[src/rtl/wb_gpio_in_pkg.sv]
// -----------------------------------------------------------------------------
// wb_gpio_in_pkg
// Shared constants for the wb_gpio_in Wishbone GPIO input peripheral:
//   - register word indices (decoded from byte address bits [4:2])
//   - address decode width and position
//   - priming counter width
//   - sel_to_mask(): expands a 4-bit Wishbone byte select into a 32-bit mask
// -----------------------------------------------------------------------------
package wb_gpio_in_pkg;

   localparam int ADR_W   = 3;
   localparam int ADR_LSB = 2;

   localparam logic [ADR_W-1:0] GPIO_IN_DATA    = 3'd0;
   localparam logic [ADR_W-1:0] GPIO_IN_RISE_EN = 3'd1;
   localparam logic [ADR_W-1:0] GPIO_IN_FALL_EN = 3'd2;
   localparam logic [ADR_W-1:0] GPIO_IN_PENDING = 3'd3;
   localparam logic [ADR_W-1:0] GPIO_IN_MASK    = 3'd4;

   // Wide enough for SYNC_STAGES+1 with SYNC_STAGES up to 4.
   localparam int PRIME_CNT_W = 3;

   function automatic logic [31:0] sel_to_mask(input logic [3:0] sel);
      return {{8{sel[3]}}, {8{sel[2]}}, {8{sel[1]}}, {8{sel[0]}}};
   endfunction

endpackage

[src/rtl/wb_gpio_in_sync.sv]
// -----------------------------------------------------------------------------
// gpio_sync
// WIDTH x SYNC_STAGES flip-flop synchroniser chain for asynchronous inputs.
// All stages reset asynchronously to 0.
// Ports:
//   clk_i    destination clock
//   rst_i    asynchronous active-high reset
//   async_i  [WIDTH] asynchronous inputs
//   sync_o   [WIDTH] last stage of the chain
// -----------------------------------------------------------------------------
module gpio_sync #(
   parameter int WIDTH       = 32,
   parameter int SYNC_STAGES = 2
) (
   input  logic             clk_i,
   input  logic             rst_i,
   input  logic [WIDTH-1:0] async_i,
   output logic [WIDTH-1:0] sync_o
);

   logic [WIDTH-1:0] stage [SYNC_STAGES];

   always_ff @(posedge clk_i or posedge rst_i) begin
      if (rst_i) begin
         for (int i = 0; i < SYNC_STAGES; i++) stage[i] <= '0;
      end else begin
         stage[0] <= async_i;
         for (int i = 1; i < SYNC_STAGES; i++) stage[i] <= stage[i-1];
      end
   end

   assign sync_o = stage[SYNC_STAGES-1];

endmodule

[src/rtl/wb_gpio_in.sv]
// -----------------------------------------------------------------------------
// wb_gpio_in
// Wishbone B4 classic slave sampling external GPIO inputs. Inputs are
// synchronised into clk_i; with WB_GPIO_IN_IRQ_EN defined, rising/falling
// edges are latched into sticky PENDING bits and masked pending bits drive a
// registered level interrupt. Without WB_GPIO_IN_IRQ_EN only DATA exists and
// irq_o is tied 0.
// Register map (word index adr[4:2]):
//   0 DATA (RO), 1 RISE_EN, 2 FALL_EN, 3 PENDING (RW1C), 4 MASK, 5..7 read 0
// Ports:
//   clk_i, rst_i (async, active-high)
//   wb_cyc_i, wb_stb_i, wb_we_i, wb_adr_i[31:0], wb_dat_i[31:0], wb_sel_i[3:0]
//   wb_dat_o[31:0] registered read data, 0 when wb_ack_o is low
//   wb_ack_o       single-cycle acknowledge
//   gpio_i[WIDTH]  asynchronous inputs
//   irq_o          level interrupt
// -----------------------------------------------------------------------------
module wb_gpio_in
   import wb_gpio_in_pkg::*;
#(
   parameter int WIDTH       = 32,
   parameter int SYNC_STAGES = 2
) (
   input  logic             clk_i,
   input  logic             rst_i,
   input  logic             wb_cyc_i,
   input  logic             wb_stb_i,
   input  logic             wb_we_i,
   input  logic [31:0]      wb_adr_i,
   input  logic [31:0]      wb_dat_i,
   input  logic [3:0]       wb_sel_i,
   output logic [31:0]      wb_dat_o,
   output logic             wb_ack_o,
   input  logic [WIDTH-1:0] gpio_i,
   output logic             irq_o
);

   logic [WIDTH-1:0] sync;
   logic             req;
   logic             wr;
   logic [ADR_W-1:0] idx;
   logic [31:0]      rdata;

   gpio_sync #(
      .WIDTH       (WIDTH),
      .SYNC_STAGES (SYNC_STAGES)
   ) u_sync (
      .clk_i   (clk_i),
      .rst_i   (rst_i),
      .async_i (gpio_i),
      .sync_o  (sync)
   );

   // Gating with ~wb_ack_o limits the slave to one transfer every other cycle.
   assign req = wb_cyc_i & wb_stb_i & ~wb_ack_o;
   assign wr  = req & wb_we_i;
   assign idx = wb_adr_i[ADR_LSB +: ADR_W];

`ifdef WB_GPIO_IN_IRQ_EN
   localparam logic [PRIME_CNT_W-1:0] PRIME_DONE = PRIME_CNT_W'(SYNC_STAGES + 1);

   logic [WIDTH-1:0]       prev;
   logic [WIDTH-1:0]       rise_en;
   logic [WIDTH-1:0]       fall_en;
   logic [WIDTH-1:0]       pending;
   logic [WIDTH-1:0]       mask;
   logic [WIDTH-1:0]       rise;
   logic [WIDTH-1:0]       fall;
   logic [WIDTH-1:0]       clr;
   logic [WIDTH-1:0]       wmask;
   logic [31:0]            lane_mask;
   logic [PRIME_CNT_W-1:0] prime_cnt;
   logic                   primed;

   assign lane_mask = sel_to_mask(wb_sel_i);
   assign wmask     = lane_mask[WIDTH-1:0];

   // prev starts at 0 after reset, so an input held high would look like a
   // rising edge; detection stays off until the chain and prev have filled.
   assign primed = (prime_cnt == PRIME_DONE);
   assign rise   = primed ? (sync & ~prev & rise_en) : '0;
   assign fall   = primed ? (~sync & prev & fall_en) : '0;
   assign clr    = (wr && idx == GPIO_IN_PENDING) ? (wb_dat_i[WIDTH-1:0] & wmask) : '0;

   always_ff @(posedge clk_i or posedge rst_i) begin
      if (rst_i) begin
         prev      <= '0;
         rise_en   <= '0;
         fall_en   <= '0;
         pending   <= '0;
         mask      <= '0;
         prime_cnt <= '0;
         irq_o     <= 1'b0;
      end else begin
         prev <= sync;
         if (!primed) prime_cnt <= prime_cnt + 1'b1;
         if (wr && idx == GPIO_IN_RISE_EN)
            rise_en <= (rise_en & ~wmask) | (wb_dat_i[WIDTH-1:0] & wmask);
         if (wr && idx == GPIO_IN_FALL_EN)
            fall_en <= (fall_en & ~wmask) | (wb_dat_i[WIDTH-1:0] & wmask);
         if (wr && idx == GPIO_IN_MASK)
            mask <= (mask & ~wmask) | (wb_dat_i[WIDTH-1:0] & wmask);
         // A new edge in the same cycle as a clear keeps the bit set.
         pending <= (pending & ~clr) | rise | fall;
         irq_o   <= |(pending & mask);
      end
   end

   logic unused_ok;
   assign unused_ok = &{1'b0, wb_adr_i[31:ADR_LSB+ADR_W], wb_adr_i[ADR_LSB-1:0]};
`else
   assign irq_o = 1'b0;

   logic unused_ok;
   assign unused_ok = &{1'b0, wb_adr_i[31:ADR_LSB+ADR_W], wb_adr_i[ADR_LSB-1:0],
                        wb_dat_i, wb_sel_i, wr};
`endif

   always_comb begin
      rdata = '0;
      case (idx)
         GPIO_IN_DATA:    rdata[WIDTH-1:0] = sync;
`ifdef WB_GPIO_IN_IRQ_EN
         GPIO_IN_RISE_EN: rdata[WIDTH-1:0] = rise_en;
         GPIO_IN_FALL_EN: rdata[WIDTH-1:0] = fall_en;
         GPIO_IN_PENDING: rdata[WIDTH-1:0] = pending;
         GPIO_IN_MASK:    rdata[WIDTH-1:0] = mask;
`endif
         default:         rdata = '0;
      endcase
   end

   always_ff @(posedge clk_i or posedge rst_i) begin
      if (rst_i) begin
         wb_ack_o <= 1'b0;
         wb_dat_o <= '0;
      end else begin
         wb_ack_o <= req;
         wb_dat_o <= req ? rdata : '0;
      end
   end

endmodule

[config.mk]
export PLATFORM = sky130hd
export DESIGN_NAME = wb_gpio_in
export DESIGN_NICKNAME = d
export VERILOG_FILES = /design/src/rtl/wb_gpio_in_pkg.sv /design/src/rtl/wb_gpio_in_sync.sv /design/src/rtl/wb_gpio_in.sv
export SDC_FILE = /design/constraint.sdc
export NUM_CORES = 1
export LEC_CHECK = 0
export CAP_MARGIN = 5
export CORE_UTILIZATION = 36
export CTS_BUF_LIST = sky130_fd_sc_hd__clkbuf_16
export DETAILED_ROUTE_END_ITERATION = 16
export GPL_ROUTABILITY_DRIVEN = 0
export PLACE_DENSITY = 0.81
export REMOVE_ABC_BUFFERS = 1
export SYNTH_ARGS = -nofsm -noshare
export SYNTH_HDL_FRONTEND = slang
export SYNTH_SLANG_ARGS = --single-unit
[constraint.sdc]
create_clock -name clk_i -period 3.22 [get_ports clk_i]
set_clock_uncertainty 0.1 [all_clocks]
set_input_delay 0.644 -clock clk_i [delete_from_list [all_inputs] [get_ports clk_i]]
set_output_delay 0.644 -clock clk_i [all_outputs]
set_load 0.01 [all_outputs]
Word level (Yosys, flattened, before mapping)
Index checks and enable logic that the tools add are counted.
{"block": "classes", "muxes": 2, "bitwise_logic": 3, "n_reduce_logical": 1}
{"cell": "32-bit two-way mux", "count": 2}
{"cell": "3-bit logical NOT", "count": 1}
{"cell": "1-bit AND", "count": 2}
{"cell": "1-bit inverter", "count": 1}
{"block": "word_totals", "register_bits": 97, "input_bits": 105, "out_inout_bits": 34}

Logic depth before layout (Yosys ltp)
{"block": "logic_depth", "depth_word": 3, "ltp_mapped": 3, "ltp_nobuf": 2}

By module
From an unflattened synthesis, not the netlist that was laid out.
{"block": "hier_totals", "hier_cells": 177, "hier_area_um2": 3141.8}
{"mod": "gpio_sync", "instances": 1, "cells_per_inst": 97, "area_per_inst_um2": 1845.5}
{"mod": "wb_gpio_in", "instances": 1, "cells_per_inst": 80, "area_per_inst_um2": 1296.2}

Worst setup path before layout
Ideal clock, no wire load.
{"block": "synth_path", "path_type": "input port to flip-flop", "start": "input port wb_adr_i[3]", "end": "register wb_dat_o[11]", "setup_time_ns": 0.100, "arrival_time_ns": 1.155, "slack_ns": 1.865, "path_stages": 3, "n_path_buf": 1, "path_cell_list": "nor2_1 > buf_2 > nor4bb_1"}
{"block": "synth_via", "elab_chain_len": 3}
{"element": "start: declaration", "line_no": "wb_gpio_in.sv:29", "source": "input logic [31:0] wb_adr_i,"}
{"element": "3-bit logical NOT", "line_no": "wb_gpio_in.sv:121", "source": "case (idx)"}
{"element": "32-bit two-way mux", "line_no": "wb_gpio_in.sv:121"}
{"element": "32-bit two-way mux", "line_no": "wb_gpio_in.sv:139", "source": "wb_dat_o <= req ? rdata : '0;"}
{"element": "end signal: assignment", "line_no": "wb_gpio_in.sv:139"}
{"element": "end: declaration", "line_no": "wb_gpio_in.sv:32", "source": "output logic [31:0] wb_dat_o,"}
No other way between the ends.

Worst setup path after layout
{"block": "layout_path", "start": "register wb_ack_o", "end": "output port wb_ack_o"}
{"element": "start: declaration", "line_no": "wb_gpio_in.sv:33", "source": "output logic wb_ack_o,"}
{"element": "start signal: assignment", "line_no": "wb_gpio_in.sv:138", "source": "wb_ack_o <= req;"}
No word-level cell between the ends.

==> flow_metrics.py <==
metrics = {
    "outcome": {
        "status": "finished clean",
    },
    "power": {
        "power_density_nw_per_um2": 637,
        "p_leak_uw": 0.00179,
        "vdd_ir_drop_max_v": 0.000276,
    },
    "detailed_routing": {
        "final_antenna_net_count": 0,
        "wl_per_cell_um": 14.4,
        "m1WireLength_mm": 1.95,
        "top_layer": "met4",
        "dr.first_iter.drc_count": 26,
        "met3_length_um": 195,
        "via_count": 1411,
        "routed_wl_mm": 4.69,
        "vias_per_cell": 4.33,
        "drcViolationCount": 0,
        "dr.pass1.iters": 6,
        "met2WireLength_mm": 2.45,
    },
    "hold_path": {
        "hold_path_depth": 0,
        "hold_path.class": "flip-flop to flip-flop",
        "hp-start": "u_sync.stage[49]",
        "holdPathEnd": "u_sync.sync_o[17]",
    },
    "critical_path": {
        "crit_type": "flip-flop to output pin",
        "arrival_ns": 1.24,
        "r2r_start": "wb_ack_o",
        "crit_family": "buffers and inverters",
        "cp_slowest_cell": "clkdlybuf4s50_1",
        "rr_worst_depth": 2,
        "worstPathRequired_ns": 2.48,
        "worstSetupEndpointType": "output pin",
        "critPathBufInv": 1,
        "r2r_slack_ns": 1.84,
        "slowest_delay_ns": 0.56,
        "crit_path_max_fanout": 2,
        "path_cells": "clkdlybuf4s50_1",
        "cp-start-kind": "flip-flop",
        "worstReg2RegEnd": "wb_dat_o[18]",
    },
    "clock_network": {
        "ctsHoldBuffers": 0,
        "cts_setup_buffers": 0,
        "cts_buffer_depth": 2,
        "clk_latency_ns": 0.32,
        "numClockSinks": 97,
        "cts_max_level": 3,
        "cts_tree": "done",
        "ctsRootBufferMaster": "clkbuf_16",
        "path_clk_slew_ns": 0.06,
        "cts_resized": 0,
        "cts_made_buffers": 9,
    },
    "die": {
        "fp.dieArea_sq_um": 8410,
        "core_sq_um": 7770,
        "die_w_um": 91.7,
        "rows": 32,
        "start_util_pct": 37.3,
        "dieHeight_um": 91.7,
        "pin_count": 139,
    },
    "timing": {
        "rsz0062_at_grt": "no",
        "hold_viol_final": 0,
        "timing.final.crit_share_pct": 61.5,
        "slew_viol_final": 0,
        "post-route-min-period_ns": 1.98,
        "slew_headroom_pct": 64.5,
        "fmax_mhz": 505,
        "setup-violations-final": 0,
        "tightest_slew_ns": 0.532,
    },
    "grt": {
        "gr-usage-all-layers_pct": 12.5,
        "antenna_found_initial": 0,
        "grt_pass1_wl_mm": 7.78,
        "grt_overflow": 0,
        "grt_max_degree": 56,
        "grt_pass1_vias": 1543,
    },
    "placed_design": {
        "dpl_cell_area_sq_um": 3710,
        "io_buffers": 71,
        "dp_cells": 310,
        "dp_hpwl_mm": 2.86,
    },
    "synthesis": {
        "syn_avg_cell_area_sq_um": 20.1,
        "synth.ff_latch_count": 97,
        "yosysUniqueCellTypes": 11,
        "ys_seq_area_share_pct": 83.8,
        "syn_inst": 144,
        "ys.warnings.count": 0,
        "syn_area_sq_um": 2900,
    },
    "final_layout": {
        "area_growth_pct": 39.8,
        "drive_above_1_share_pct": 17.9,
        "post_layout_nonfiller_instances": 326,
        "antennaDiodeCount": 0,
        "final_nets": 324,
        "final_cell_area_sq_um": 4050,
        "utilization_pct": 52.2,
    },
    "run": {
        "maxCapViolCount": 0,
    },
}
## cell usage after synthesis
cell type / n / share of area [%]
dfrtp_1: 97 / 84
nor4bb_1: 13 / 4.5
nand3b_4: 1 / 0.69
and4bb_2: 19 / 8.2
buf_4: 1 / 0.26
clkbuf_1: 3 / 0.39
inv_1: 2 / 0.26
nor2_1: 1 / 0.13
buf_6: 3 / 1.2
buf_2: 3 / 0.52
conb_1: 1 / 0.13
## layout make-up
| cell class | instances | area [sq um] |
|---|---|---|
| fill | 662 | 3720 |
| sequential | 97 | 2430 |
| timing repair buffer | 74 | 746 |
| multi-input combinational | 35 | 398 |
| clock buffer | 9 | 225 |
| tap | 102 | 128 |
| clock inverter | 7 | 118 |
| inverter | 2 | 10.0 |
## worst max-delay path by stage
stage	from	to	slack, ns	depth (start not counted)
2_1_floorplan	rst_i	u_sync.stage[32]	-0.06	1
3_3_place_gp	wb_adr_i[3]	wb_dat_o[28]	1.04	4
3_5_place_dp	wb_adr_i[3]	wb_dat_o[10]	0.91	4
4_1_cts	wb_ack_o	wb_ack_o	1.20	1
5_1_grt	wb_adr_i[3]	wb_dat_o[10]	1.12	4
6_report	wb_ack_o	wb_ack_o	1.24	1
## registers in the layout, summed over array words and instances, names as in the netlist
| name | flops |
|---|---|
| u_sync.stage | 32 |
| u_sync.sync_o | 32 |
| wb_dat_o | 32 |
| wb_ack_o | 1 |
## where the power goes
| group | leakage (uW) | switching [uW] | internal [uW] |
|---|---|---|---|
| logic | 0.000421 | 51.9 | 65.0 |
| clock network | 0.000160 | 431 | 759 |
| registers | 0.00120 | 10.7 | 1260 |
## logic make-up (layout without fill, tap and decap cells)
family	count (synthesis)	after routing	share of synthesized area (%)
flip-flops	97	97	83.8
other	1	1	0.129
AND/OR/NAND/NOR	34	34	13.5
buffers and inverters	12	92	2.59
## per-layer routing
metal | up-vias | global-route usage (%)
li1 | 639 | -
met2 | 43 | 21.2
met5 | - | 0
met3 | 9 | 2.82
met4 | 0 | 6.12
met1 | 720 | 15.0
## metrics by stage
stage	worst slack, ns	hold WS, ns	total power [uW]	TNS (ns)
CTS	1.20	0.249	2610	0
detailed placement	0.907	0.235	1420	0
global placement	1.04	0.232	1410	0
floorplan	-0.0577	0.231	1330	-5.60
finish	1.24	0.248	2580	0
global route	1.12	0.253	2680	0
## cells in the final DEF, fill, tap and decap left out
master            n
nand3b_4          1
clkinvlp_4        2
conb_1            1
inv_6             1
dfrtp_1          97
inv_4             1
and4bb_2         19
buf_12            1
inv_1             1
nor2_2            1
clkbuf_16         9
bufinv_16         3
buf_4             2
clkdlybuf4s50_1  71
clkinv_1          1
nor4bb_1         13
No activity file was read; power rests on OpenSTA's default activity.
==> RTL edit 1, RTL diff (same settings) <==
The option `WB_GPIO_IN_IRQ_EN` is turned on by a define.
--- a/src/rtl/wb_gpio_in.sv
+++ b/src/rtl/wb_gpio_in.sv
@@ -15,6 +15,8 @@
 //   gpio_i[WIDTH]  asynchronous inputs
 //   irq_o          level interrupt
 // -----------------------------------------------------------------------------
+`define WB_GPIO_IN_IRQ_EN
+
 module wb_gpio_in
    import wb_gpio_in_pkg::*;
 #(
Function: changed (Yosys sat finds a counterexample within 4 cycles, from zero or initial values and one cycle with rst_i high).
==> RTL edit 1 against the original RTL <==
- power increased to 3.0 times the old value
- count of clock-buffer cells in the layout increased by 20
- cell area increased to 3.3 times the old value
- setup slack got worse by 0.34 ns
- sequential cell count increased by 164
- area after synthesis increased to 3.8 times the old value
- routed wire length increased to 5.7 times the old value
- non-clock buffer count increased by 55
- via count increased to 5.3 times the old value
- die area increased to 3.7 times the old value
- synthesized cell count increased to 5.9 times the old value
- sequential power increased to 3.1 times the old value
- critical path depth increased by 4
- largest power group unchanged
==> RTL edit 1: results (changes against the original RTL) <==
Arr. time, crit path=2.64 ns (+1.40 ns); P&R area growth vs syn=21.51%; met2 WL post-DR=12.70 mm (+420%); Iter 0 DRT Violations=654 (+2400%); nets@finish=1068 (+230%); worst setup path startpoint=wb_stb_i; ranking of synthesized cells by area=dfrtp_1 (59%), mux2_2 (9.5%), nand3b_1 (6.6%); layout cells sized above 1=0.1699 (-0.008664); overall power=7.819 mW (+200%); largest net degree at the start of global routing=86 (+54%); final WL=26.63 mm (+470%); synth unique cells=38 (+27); routed vias=7478 (+430%); multiplexer share of the synthesized area=0.1293 (+0.1293); Slowest cell on crit path=and4b_2; Clk network pwr share=0.375 (-0.086); top cells by count, synth=dfrtp_1 (261), nand3b_1 (96), mux2_2 (93); depth of the worst register-to-register path=4 (+2); placed insts=1321 (+330%); Endpoint, Worst Hold=u_sync.sync_o[29]; outcome=finished clean; static leakage=5.873 nW (+230%); FILL cells=2665 (+300%); worst slew pin tran=0.8343 ns (+0.3021 ns); met1 wire length=11.31 mm (+480%); global-route met1 utilization=0.2343 (+0.08458); GRT met2 Usage=0.2801 (+0.06766); Hold Startpoint=u_sync.stage[61]; post-synthesis adder-cell area fraction=0.002275 (+0.002275); final worst-path cycle share=0.7209 (+0.1061); initial antenna violation count=1 (+1); final hold slack=0.2387 ns (-0.009648 ns); met3 Use GR=0.03565 (+0.007461); Total GRT Usage=0.1747 (+0.05005); Worst Path Max Fanout=13 (+11); Seq/Total Area, Yosys=0.5937 (-0.2440)
-- RTL edit 1: changes by cell type after synthesis, sizes merged, moves of 24 or more --
| cell | change |
|---|---|
| dfrtp | +164 |
| mux2 | +97 |
| nand3b | +95 |
| inv | +39 |
| mux2i | +33 |
| a21oi | +32 |
| nand2 | +32 |
| o21ai | +32 |
| o21a | +31 |
| o32ai | +31 |
| a22o | +24 |
| nand3 | +24 |
-- RTL edit 1: area by class of cell --
class | count | area share
Clock inverter | 17 | 0.007394
Clock buffer | 29 | 0.05429
Tap cell | 390 | 0.03650
Sequential cell | 261 | 0.4886
Timing Repair Buffer | 129 | 0.09659
Multi-Input combinational cell | 500 | 0.3046
Inverter | 41 | 0.01207
-- RTL edit 1: worst max path at each step --
stage                endpoint  cells after the start
floorplan           async pin                      1
global placement         flop                      5
detailed placement       flop                      5
CTS                      flop                      5
global route             flop                      5
finish                   flop                      5
==> RTL edit 2, RTL diff (same settings) <==
Made on the original files. Take the reset off `wb_dat_o` and load it in a clocked block of its own.
--- a/src/rtl/wb_gpio_in.sv
+++ b/src/rtl/wb_gpio_in.sv
@@ -133,11 +133,13 @@
    always_ff @(posedge clk_i or posedge rst_i) begin
       if (rst_i) begin
          wb_ack_o <= 1'b0;
-         wb_dat_o <= '0;
       end else begin
          wb_ack_o <= req;
-         wb_dat_o <= req ? rdata : '0;
       end
+   end
+
+   always_ff @(posedge clk_i) begin
+      wb_dat_o <= req ? rdata : '0;
    end
 
 endmodule
Behaviour: differs if rst_i is asserted again (counterexample within 4 cycles, from zero or initial values and one cycle with rst_i high); with rst_i held inactive, the same outputs for 10 cycles.
==> RTL edit 2 against the original RTL <==
- sequential cell count did not move
- first-iteration DRC count fell by 23%
- setup slack improved by 0.050 ns
- global-route usage fell by 0.29 points
- synthesized cell count did not move
- cell area fell by 5.6%
- routed wire length fell by 10%
- power fell by 8.1%
- area after synthesis fell by 5.5%
- critical endpoint unchanged
- largest power group unchanged
- highest routed layer unchanged
==> RTL edit 2: results (changes against the original RTL) <==
VDD IR-drop max=0.2694 mV (-2.4%); nets@finish=325 (+0.31%); first-pass GRT wire length=6.900 mm (-11%); Worst Path Max Fanout=2 (unchanged); H-tree levels=3 (unchanged); CTS clock-pin slew for the worst setup and hold paths=0.06 ns (about the same); worst skew pair latency=0.32 ns (about the same); crit path capture=wb_ack_o; dpl hpwl=2.734 mm (-4.3%); CP top delay family=buffers and inverters; Total GRT Usage=0.1218 (-0.002903); Num CTS Buffers=9 (unchanged); outcome=finished clean; Slowest Stage Delay on Critical Path=0.53 ns (-0.03 ns); Slowest cell on crit path=clkdlybuf4s50_1; FILL cells=648 (-2.1%); Yosys warning total=0 (unchanged); final hold slack=0.2438 ns (-0.004524 ns); synth unique cells=12 (+1); vias in the first global route=1394 (-9.7%); worst setup path startpoint=wb_ack_o; Port Buffer Count=71 (unchanged); setup TNS=0 ns (unchanged); FF-to-FF End=wb_dat_o[9]; drt first pass iters=4 (-2); drt via density=4.210 (-2.7%); Arr. time, crit path=1.19 ns (-0.05 ns); number of diodes=0 (unchanged); initial antenna violation count=0 (unchanged); Synth async-reset ratio=0.6701 (-0.3299); static leakage=1.588 nW (-11%); layout cells sized above 1=0.1822 (+0.003651); top cells by count, synth=dfrtp_1 (65), dfxtp_1 (32), and4bb_2 (19); ranking of synthesized cells by area=dfrtp_1 (59%), dfxtp_1 (23%), and4bb_2 (8.7%); Avg WL per Cell=12.95 um (-9.9%); Seq/Total Area, Yosys=0.8282 (-0.009498); Iter 0 DRT Violations=20 (-23%); largest net degree at the start of global routing=34 (-39%); Hold/Removal Path Class=flop to flop; CTS-repair resized insts=0 (unchanged); Root Buffer=clkbuf_16; Post-CTS Setup Bufs=0 (unchanged); R2R setup slack=1.86 ns (+0.02 ns); depth of the worst register-to-register path=2 (unchanged)
==> RTL edit 2: cell count changes in the layout (fill, tap and decap cells not counted), moves of 2 or more <==
cell / change
buf_4: +2
bufinv_16: -2
clkinv_2: +4
clkinvlp_4: -2
dfrtp_1: -32
dfxtp_1: +32
==> RTL edit 2: worst min-delay path by stage <==
stage | depth (start not counted) | startpoint | to
after global placement | 0 | u_sync.stage[60] | u_sync.sync_o[28]
after floorplan | 0 | u_sync.stage[32] | u_sync.sync_o[0]
after detailed placement | 0 | u_sync.stage[60] | u_sync.sync_o[28]
final | 0 | u_sync.stage[56] | u_sync.sync_o[24]
after CTS | 0 | u_sync.stage[56] | u_sync.sync_o[24]
after global routing | 0 | u_sync.stage[51] | u_sync.sync_o[19]
==> RTL edit 2: cell type report <==
type | instances | area [sq um] | share of cell area
tap | 99 | 123.9 | 0.03238
inverter | 2 | 7.507 | 0.001963
clock buffer | 9 | 225.2 | 0.05888
timing repair buffer | 75 | 740.7 | 0.1937
multi-input combinational | 35 | 397.9 | 0.1040
clock inverter | 7 | 62.56 | 0.01636
sequential | 97 | 2267 | 0.5927
==> RTL edit 2: kinds of logic (layout without fill, tap and decap cells) <==
group,Yosys count,in the layout,share of synthesized area
buffers and inverters,12,93,0.02742
flip-flops,97,97,0.8282
other,1,1,0.001370
AND/OR/NAND/NOR,34,34,0.1431
==> RTL edit 2: metrics by stage <==
step                setup WS [ns]  cell area (sq um)  cells
global placement            1.045               3537    308
detailed placement         0.9616               3537    308
CTS                         1.274               3825    324
global route                1.157               3825    324
finish                      1.290               3825    324
floorplan                  0.8495               2670    134
==> RTL edit 2: report_power, final <==
group | internal (mW) | total [mW] | switching [mW]
combinational | 0.0639 | 0.107 | 0.0435
sequential | 1.26 | 1.27 | 0.00985
clock | 0.594 | 0.995 | 0.402
total | 1.91 | 2.37 | 0.455
==> RTL edit 2: per-layer routing <==
| layer | track usage | up-vias | part of all wire |
|---|---|---|---|
| li1 | - | 642 | - |
| met1 | 0.1397 | 667 | 0.40 |
| met2 | 0.2082 | 48 | 0.53 |
| met3 | 0.04986 | 7 | 0.058 |
| met4 | 0.03896 | 0 | 0.0095 |
| met5 | 0 | - | 0 |
